`config.mk`:
```
export PLATFORM = sky130hd
export DESIGN_NAME = mux_arb_nx1_flat
export DESIGN_NICKNAME = d
export VERILOG_FILES = /design/src/rtl/mux_arb_nx1_if.sv /design/src/rtl/mux_arb_nx1.sv /design/src/flat_wrapper.sv
export SDC_FILE = /design/constraint.sdc
export NUM_CORES = 1
export LEC_CHECK = 0
export CAP_MARGIN = 20
export CORE_AREA = 4 4 55 82
export CTS_CLUSTER_SIZE = 10
export DETAILED_ROUTE_END_ITERATION = 12
export DIE_AREA = 0 0 59 86
export MAX_ROUTING_LAYER = met4
export PLACE_DENSITY = 0.79
export SYNTH_ARGS = -nofsm -noshare
export SYNTH_HDL_FRONTEND = slang
export SYNTH_SLANG_ARGS = --single-unit
```
`constraint.sdc`:
```
create_clock -name clk -period 4.2 [get_ports clk]
set_clock_uncertainty 0.1 [all_clocks]
set_input_delay 0.84 -clock clk [delete_from_list [all_inputs] [get_ports clk]]
set_output_delay 0.84 -clock clk [all_outputs]
set_load 0.1 [all_outputs]
```
`src/rtl/mux_arb_nx1_if.sv`:
```
// Handshake bundle for mux_arb_nx1: N_CH producer lanes in, one consumer lane out.
// master = producers/consumer side, slave = the arbitrating mux.
interface mux_arb_nx1_if #(
    parameter int unsigned N_CH  = 4,
    parameter int unsigned WIDTH = 8
);
    localparam int unsigned SEL_W = (N_CH > 1) ? $clog2(N_CH) : 1;

    logic [N_CH*WIDTH-1:0] in_data;
    logic [N_CH-1:0]       in_valid;
    logic [N_CH-1:0]       in_last;
    logic [N_CH-1:0]       in_ready;
    logic [WIDTH-1:0]      out_data;
    logic                  out_last;
    logic [SEL_W-1:0]      out_sel;
    logic                  out_valid;
    logic                  out_ready;

    modport master (
        output in_data,
        output in_valid,
        output in_last,
        output out_ready,
        input  in_ready,
        input  out_data,
        input  out_last,
        input  out_sel,
        input  out_valid
    );

    modport slave (
        input  in_data,
        input  in_valid,
        input  in_last,
        input  out_ready,
        output in_ready,
        output out_data,
        output out_last,
        output out_sel,
        output out_valid
    );
endinterface

```
`src/rtl/mux_arb_nx1.sv`:
```
// Registered N:1 stream mux with round-robin arbitration and packet locking.
// Define MUX_ARB_FIXED_PRIO_EN for fixed lowest-index-wins priority instead of round-robin.
module mux_arb_nx1 #(
    parameter int unsigned N_CH  = 4,
    parameter int unsigned WIDTH = 8,
    localparam int unsigned SEL_W = (N_CH > 1) ? $clog2(N_CH) : 1
) (
    input logic          clk,
    input logic          rst,
    mux_arb_nx1_if.slave bus
);

    typedef enum logic [0:0] {
        StArb,
        StLock
    } state_e;

    state_e           r_state;
    state_e           w_state_nxt;
    logic [SEL_W-1:0] r_ptr;
    logic [SEL_W-1:0] w_ptr_nxt;
    logic [SEL_W-1:0] r_lock_ch;
    logic [SEL_W-1:0] w_lock_ch_nxt;

    logic             r_out_valid;
    logic             w_out_valid_nxt;
    logic [WIDTH-1:0] r_out_data;
    logic [WIDTH-1:0] w_out_data_nxt;
    logic             r_out_last;
    logic             w_out_last_nxt;
    logic [SEL_W-1:0] r_out_sel;
    logic [SEL_W-1:0] w_out_sel_nxt;

    logic             w_load;
    logic [SEL_W-1:0] w_cand;
    logic             w_arb_found;
    logic [SEL_W-1:0] w_arb_idx;
    logic             w_grant_vld;
    logic [SEL_W-1:0] w_grant_idx;
    logic [N_CH-1:0]  w_in_ready;
    logic             w_xfer;
    logic [WIDTH-1:0] w_sel_data;
    logic             w_sel_last;

    function automatic logic [SEL_W-1:0] f_next_ch(input logic [SEL_W-1:0] ch);
        if (ch == SEL_W'(N_CH - 1)) begin
            return '0;
        end
        return ch + SEL_W'(1);
    endfunction

    assign w_load = !r_out_valid || bus.out_ready;

    // Walk the channels once starting at ptr; the first valid one wins.
    always_comb begin : p_search
        w_arb_found = 1'b0;
        w_arb_idx   = '0;
        w_cand      = r_ptr;
        for (int unsigned i = 0; i < N_CH; i++) begin
            if (!w_arb_found && bus.in_valid[w_cand]) begin
                w_arb_found = 1'b1;
                w_arb_idx   = w_cand;
            end
            w_cand = f_next_ch(w_cand);
        end
    end

    always_comb begin : p_grant
        w_grant_vld = 1'b0;
        w_grant_idx = '0;
        w_in_ready  = '0;
        if (r_state == StLock) begin
            w_grant_vld = 1'b1;
            w_grant_idx = r_lock_ch;
        end else begin
            w_grant_vld = w_arb_found;
            w_grant_idx = w_arb_idx;
        end
        if (w_grant_vld && w_load && !rst) begin
            w_in_ready[w_grant_idx] = 1'b1;
        end
    end

    assign w_xfer     = w_grant_vld && w_load && !rst && bus.in_valid[w_grant_idx];
    assign w_sel_data = bus.in_data[int'(w_grant_idx)*WIDTH +: WIDTH];
    assign w_sel_last = bus.in_last[w_grant_idx];

    always_comb begin : p_fsm
        w_state_nxt     = r_state;
        w_ptr_nxt       = r_ptr;
        w_lock_ch_nxt   = r_lock_ch;
        w_out_valid_nxt = r_out_valid;
        w_out_data_nxt  = r_out_data;
        w_out_last_nxt  = r_out_last;
        w_out_sel_nxt   = r_out_sel;

        if (w_load) begin
            w_out_valid_nxt = w_xfer;
        end

        if (w_xfer) begin
            w_out_data_nxt = w_sel_data;
            w_out_last_nxt = w_sel_last;
            w_out_sel_nxt  = w_grant_idx;
            unique case (r_state)
                StArb: begin
                    if (w_sel_last) begin
`ifdef MUX_ARB_FIXED_PRIO_EN
                        w_ptr_nxt = '0;
`else
                        w_ptr_nxt = f_next_ch(w_grant_idx);
`endif
                    end else begin
                        w_state_nxt   = StLock;
                        w_lock_ch_nxt = w_grant_idx;
                    end
                end
                StLock: begin
                    if (w_sel_last) begin
                        w_state_nxt = StArb;
`ifdef MUX_ARB_FIXED_PRIO_EN
                        w_ptr_nxt   = '0;
`else
                        w_ptr_nxt   = f_next_ch(r_lock_ch);
`endif
                    end
                end
                default: begin
                    w_state_nxt = StArb;
                end
            endcase
        end
    end

    always_ff @(posedge clk) begin
        if (rst) begin
            r_state     <= StArb;
            r_ptr       <= '0;
            r_lock_ch   <= '0;
            r_out_valid <= 1'b0;
            r_out_data  <= '0;
            r_out_last  <= 1'b0;
            r_out_sel   <= '0;
        end else begin
            r_state     <= w_state_nxt;
            r_ptr       <= w_ptr_nxt;
            r_lock_ch   <= w_lock_ch_nxt;
            r_out_valid <= w_out_valid_nxt;
            r_out_data  <= w_out_data_nxt;
            r_out_last  <= w_out_last_nxt;
            r_out_sel   <= w_out_sel_nxt;
        end
    end

    assign bus.in_ready  = w_in_ready;
    assign bus.out_valid = r_out_valid;
    assign bus.out_data  = r_out_data;
    assign bus.out_last  = r_out_last;
    assign bus.out_sel   = r_out_sel;

endmodule
```
`src/flat_wrapper.sv`:
```
// flat-port wrapper written by rule: the top's interface ports become plain ports
module mux_arb_nx1_flat 
#(
    parameter int unsigned N_CH  = 4,
    parameter int unsigned WIDTH = 8,
    localparam int unsigned SEL_W = (N_CH > 1) ? $clog2(N_CH) : 1
)
  (clk, rst, bus_in_data, bus_in_valid, bus_in_last, bus_out_ready, bus_in_ready, bus_out_data, bus_out_last, bus_out_sel, bus_out_valid);
  mux_arb_nx1_if #(.N_CH(N_CH), .WIDTH(WIDTH)) bus_i ();
  input logic clk;
  input logic rst;
  input wire logic [$bits(bus_i.in_data)-1:0] bus_in_data;
  input wire logic [$bits(bus_i.in_valid)-1:0] bus_in_valid;
  input wire logic [$bits(bus_i.in_last)-1:0] bus_in_last;
  input wire logic [$bits(bus_i.out_ready)-1:0] bus_out_ready;
  output wire logic [$bits(bus_i.in_ready)-1:0] bus_in_ready;
  output wire logic [$bits(bus_i.out_data)-1:0] bus_out_data;
  output wire logic [$bits(bus_i.out_last)-1:0] bus_out_last;
  output wire logic [$bits(bus_i.out_sel)-1:0] bus_out_sel;
  output wire logic [$bits(bus_i.out_valid)-1:0] bus_out_valid;
  assign bus_i.in_data = bus_in_data;
  assign bus_i.in_valid = bus_in_valid;
  assign bus_i.in_last = bus_in_last;
  assign bus_i.out_ready = bus_out_ready;
  assign bus_in_ready = bus_i.in_ready;
  assign bus_out_data = bus_i.out_data;
  assign bus_out_last = bus_i.out_last;
  assign bus_out_sel = bus_i.out_sel;
  assign bus_out_valid = bus_i.out_valid;
  mux_arb_nx1 #(.N_CH(N_CH), .WIDTH(WIDTH)) u_core (.clk(clk), .rst(rst), .bus(bus_i));
endmodule
```
==> results summary <==
The sequential share of the synthesized area came out at 19.77%. The final-report setup violation count came out at 0. The remaining global-route overflow came out at 0. The half-perimeter wire length after placement came out at 3.979 mm.

A synthesized cell averages 8.967 sq um. CTS placed an instance of clkbuf_8 at the clock tree root. The clock drives 17 sinks. The number of top-level pins came out at 59. Routability-driven placement finished with a final weighted congestion of 0.9212. TritonCTS built the clock tree. The pin count of the biggest net entering global routing is 20.

The wire length on met1 is 1.904 mm. Setup repair after global routing left no endpoint under its margin. During synthesis, Yosys emitted a total of 0 warnings. The count of flip-flops with a built-in enable after synthesis is 0.

The worst slew margin relative to its limit is 33.03%. The overall global routing resource usage came out at 20.55%. The clock latency reported for the late side of the worst-skew pair came out at 0.25 ns. The number of nets handed over by synthesis was 241. Compared with the post-synthesis result, the final layout area differs by 45.79%. The area of the multi-input gates came out at 0.001245 sq mm. The highest cell delay on the worst timing path came out at 0.62 ns. The final number of hold-violating endpoints came to 0.

The core region is 0.003854 sq mm. The max-slew violation count came out at 0. The number of placement rows is 28. The slowest stage of the critical path belongs to the cell ha_1. The register area came out at 340.3 sq um. The post-route cell area came out at 0.002510 sq mm. After detailed placement, the total cell area comes to 0.002454 sq mm. In this run the biggest area consumer among cell types represents 19.77% of the synthesized area. For this block, the routed nets add up to 4.990 mm of wire. The share of flip-flops with an asynchronous set or reset after synthesis is 0%. Using the TritonRoute via totals, the vias-per-cell ratio works out to 5.987.

The number of max-cap violations came out at 0. By instance count, the cell type seen most on the critical path is ha_1. The clock transition at the registers of the reported paths came out at 0.07 ns.

The number of antenna violations at the first check in global routing was 0. The number of library cell types mapped by synthesis came out at 56. The endpoint identified for the worst register-to-register timing path is u_core.r_lock_ch[1].

The die covers 0.005074 sq mm. The library cell used most frequently in the layout, excluding fill and tap cells, is clkdlybuf4s50_1. The number of filler instances in the final layout came out at 324. Detailed routing placed a total of 163 um of wire on met3. The source of the critical timing path is u_core.r_ptr[0]. The detailed-route DRC error count is 0. The count of nets left with antenna violations once routing finished came out at 0.

In this run the worst setup path terminates at bus_in_ready[3]. The worst setup slack for register-to-register paths came out at 0.70 ns. The number of detailed-routing iterations run before antenna repair came out at 4. The setup TNS is 0 ns. The synthesized cell area came out at 0.001722 sq mm. dfxtp_1 takes more of the synthesized area than any other cell. The post-cts repair resize count came out at 0. The worst setup path is captured at an output pin. Static timing analysis puts the maximum clock frequency at 0.2533 GHz. The cell count of the worst reg-to-reg path came out at 10. The via count of the routed design came out at 1808.

In the layout the commonest cells are clkdlybuf4s50_1 (50), buf_4 (22), a21oi_1 (19). The number of buffers between clock root and the deepest sink came out at 2. From left edge to right edge, the die measures 59 um. Traced cell by cell, the critical path runs through ha_1, xnor2_1, a21oi_1, o22ai_4, buf_4, a211oi_4, or2_4, inv_1, ha_1, and2_2, buf_12. The final period demand of the worst path is 3.947 ns.

The flow ran to the end, and the final reports show no timing, DRC or antenna violations. The required time at the endpoint of the critical path came out at 3.26 ns. The maximum fanout encountered on the critical timing path came out at 14. The fraction of final layout cells sized beyond drive strength 1 came out at 19.84%. The hold-fix buffer count after cts is 0. The met2 layer wire length in the routed design came out at 2.794 mm. After detailed routing, no signal wire sits above met4. At the pin with the least slew margin, the transition time is 1.001 ns. The share of the cycle needed by the critical path after routing came out at 93.98%. The layout net count came out at 307. In this run the number of H-tree levels came out at 1. The post-synthesis instance total came out at 192. The global-route wire length before repair came out at 8.004 mm.

By startpoint and endpoint, the worst setup path is classified as reg2out. The antenna diode count is 0. Among all flip-flop cells after synthesis, the most frequent one is dfxtp_1. The beginning of the worst register-to-register path is u_core.r_ptr[0]. The post-CTS setup buffer count came out at 0. The worst endpoint data arrival time is 3.01 ns. The vertical die dimension is 86 um. The synthesized design contains 17 register bits. By area the synthesized netlist is led by dfxtp_1 (20%), mux4_1 (11%), a21oi_1 (5.5%), ha_1 (4.4%), nand3_1 (4.1%). After detailed routing, the average wire length per cell comes to 16.52 um. Once the floorplan was initialized, standard cells occupied 44.68% of the core. The detailed router's first-iteration violation count is 108. The tightest min-delay check is of the reg2reg type. The number of clock buffers added by TritonCTS is 3.

The quantity of I/O buffers inserted on ports is 58. The worst setup path is launched from a register. The number of global-route vias before repair is 1795.
flip-flops by register name, summed over array words and instances, names as in the netlist:
signal / flops
u_core.bus.out_valid: 1
u_core.r_ptr: 2
u_core.bus.out_sel: 2
u_core.r_lock_ch: 2
u_core.bus.out_data: 8
u_core.bus.out_last: 1
u_core.r_state: 1
synthesized netlist by cell type (2+ instances only):
master	instances
dfxtp_1	17
and3_1	2
a21oi_1	19
clkbuf_1	6
a221oi_1	2
mux2i_1	6
nand2_1	8
a21boi_0	2
inv_1	7
nand3_1	14
a31oi_1	3
mux2_2	4
mux4_1	7
o21ai_0	11
nor2_1	9
nor3_1	10
buf_2	9
ha_1	6
a211oi_1	5
buf_6	2
and2_1	6
nand2b_1	2
a221o_2	2
metal layers:
| metal | vias up | track usage, % |
|---|---|---|
| met5 | - | - |
| met3 | 12 | 2.108 |
| met4 | 0 | 9.691 |
| met1 | 886 | 20.57 |
| li1 | 868 | - |
| met2 | 42 | 38.13 |
area by class of cell:
class | count | area share (%)
Multi-Input combinational cell | 149 | 49.60
Timing Repair Buffer | 80 | 31.70
Inverter | 7 | 1.047
Clock inverter | 1 | 0.1994
Tap cell | 45 | 2.243
Clock buffer | 3 | 1.645
Sequential cell | 17 | 13.56
worst max-delay path, delay by kind of cell, from the launching register on:
kind,cells,cell delay (ns)
buffers and inverters,3,0.41
DFF,1,0.31
AOI/OAI and AO/OA,3,0.67
adders and majority gates,2,0.81
and+or+nand+nor,2,0.37
xor gates and xnor gates,1,0.17
logic make-up after synthesis:
logic type / after synthesis / synth area share (%)
XOR/XNOR: 1 / 0.5088
AND/OR/NAND/NOR: 62 / 20.13
multiplexers: 21 / 20.42
flip-flops: 17 / 19.77
AO/OA/AOI/OAI: 59 / 26.45
buffers and inverters: 26 / 8.358
adder cells (fa/ha/maj): 6 / 4.360
worst min-delay path by stage:
stage	startpoint	end	slack (ns)	cells after the start
after global placement	u_core.bus.out_data[6]	u_core.bus.out_data[6]	0.36	2
after CTS	u_core.bus.out_last	u_core.bus.out_last	0.38	2
final	u_core.bus.out_data[6]	u_core.bus.out_data[6]	0.38	2
after detailed placement	u_core.bus.out_data[0]	u_core.bus.out_data[0]	0.37	2
after global routing	u_core.bus.out_last	u_core.bus.out_last	0.40	2
after floorplan	u_core.r_lock_ch[1]	u_core.r_lock_ch[1]	0.36	2
through the flow:
stage | utilization [%] | worst slack, ns | hold slack (ns) | instances
2_1_floorplan | - | 0.06062 | 0.3638 | 192
3_3_place_gp | 63.67 | 0.03395 | 0.3605 | 298
3_5_place_dp | 63.67 | 0.02281 | 0.3712 | 298
4_1_cts | 64.87 | 0.008961 | 0.3814 | 302
5_1_grt | 65.13 | 0.06378 | 0.4019 | 302
6_report | 65.13 | 0.2529 | 0.3817 | 302
Power is not shown: default switching activity piles up to over one toggle a cycle in this logic, so the estimate is an artifact.
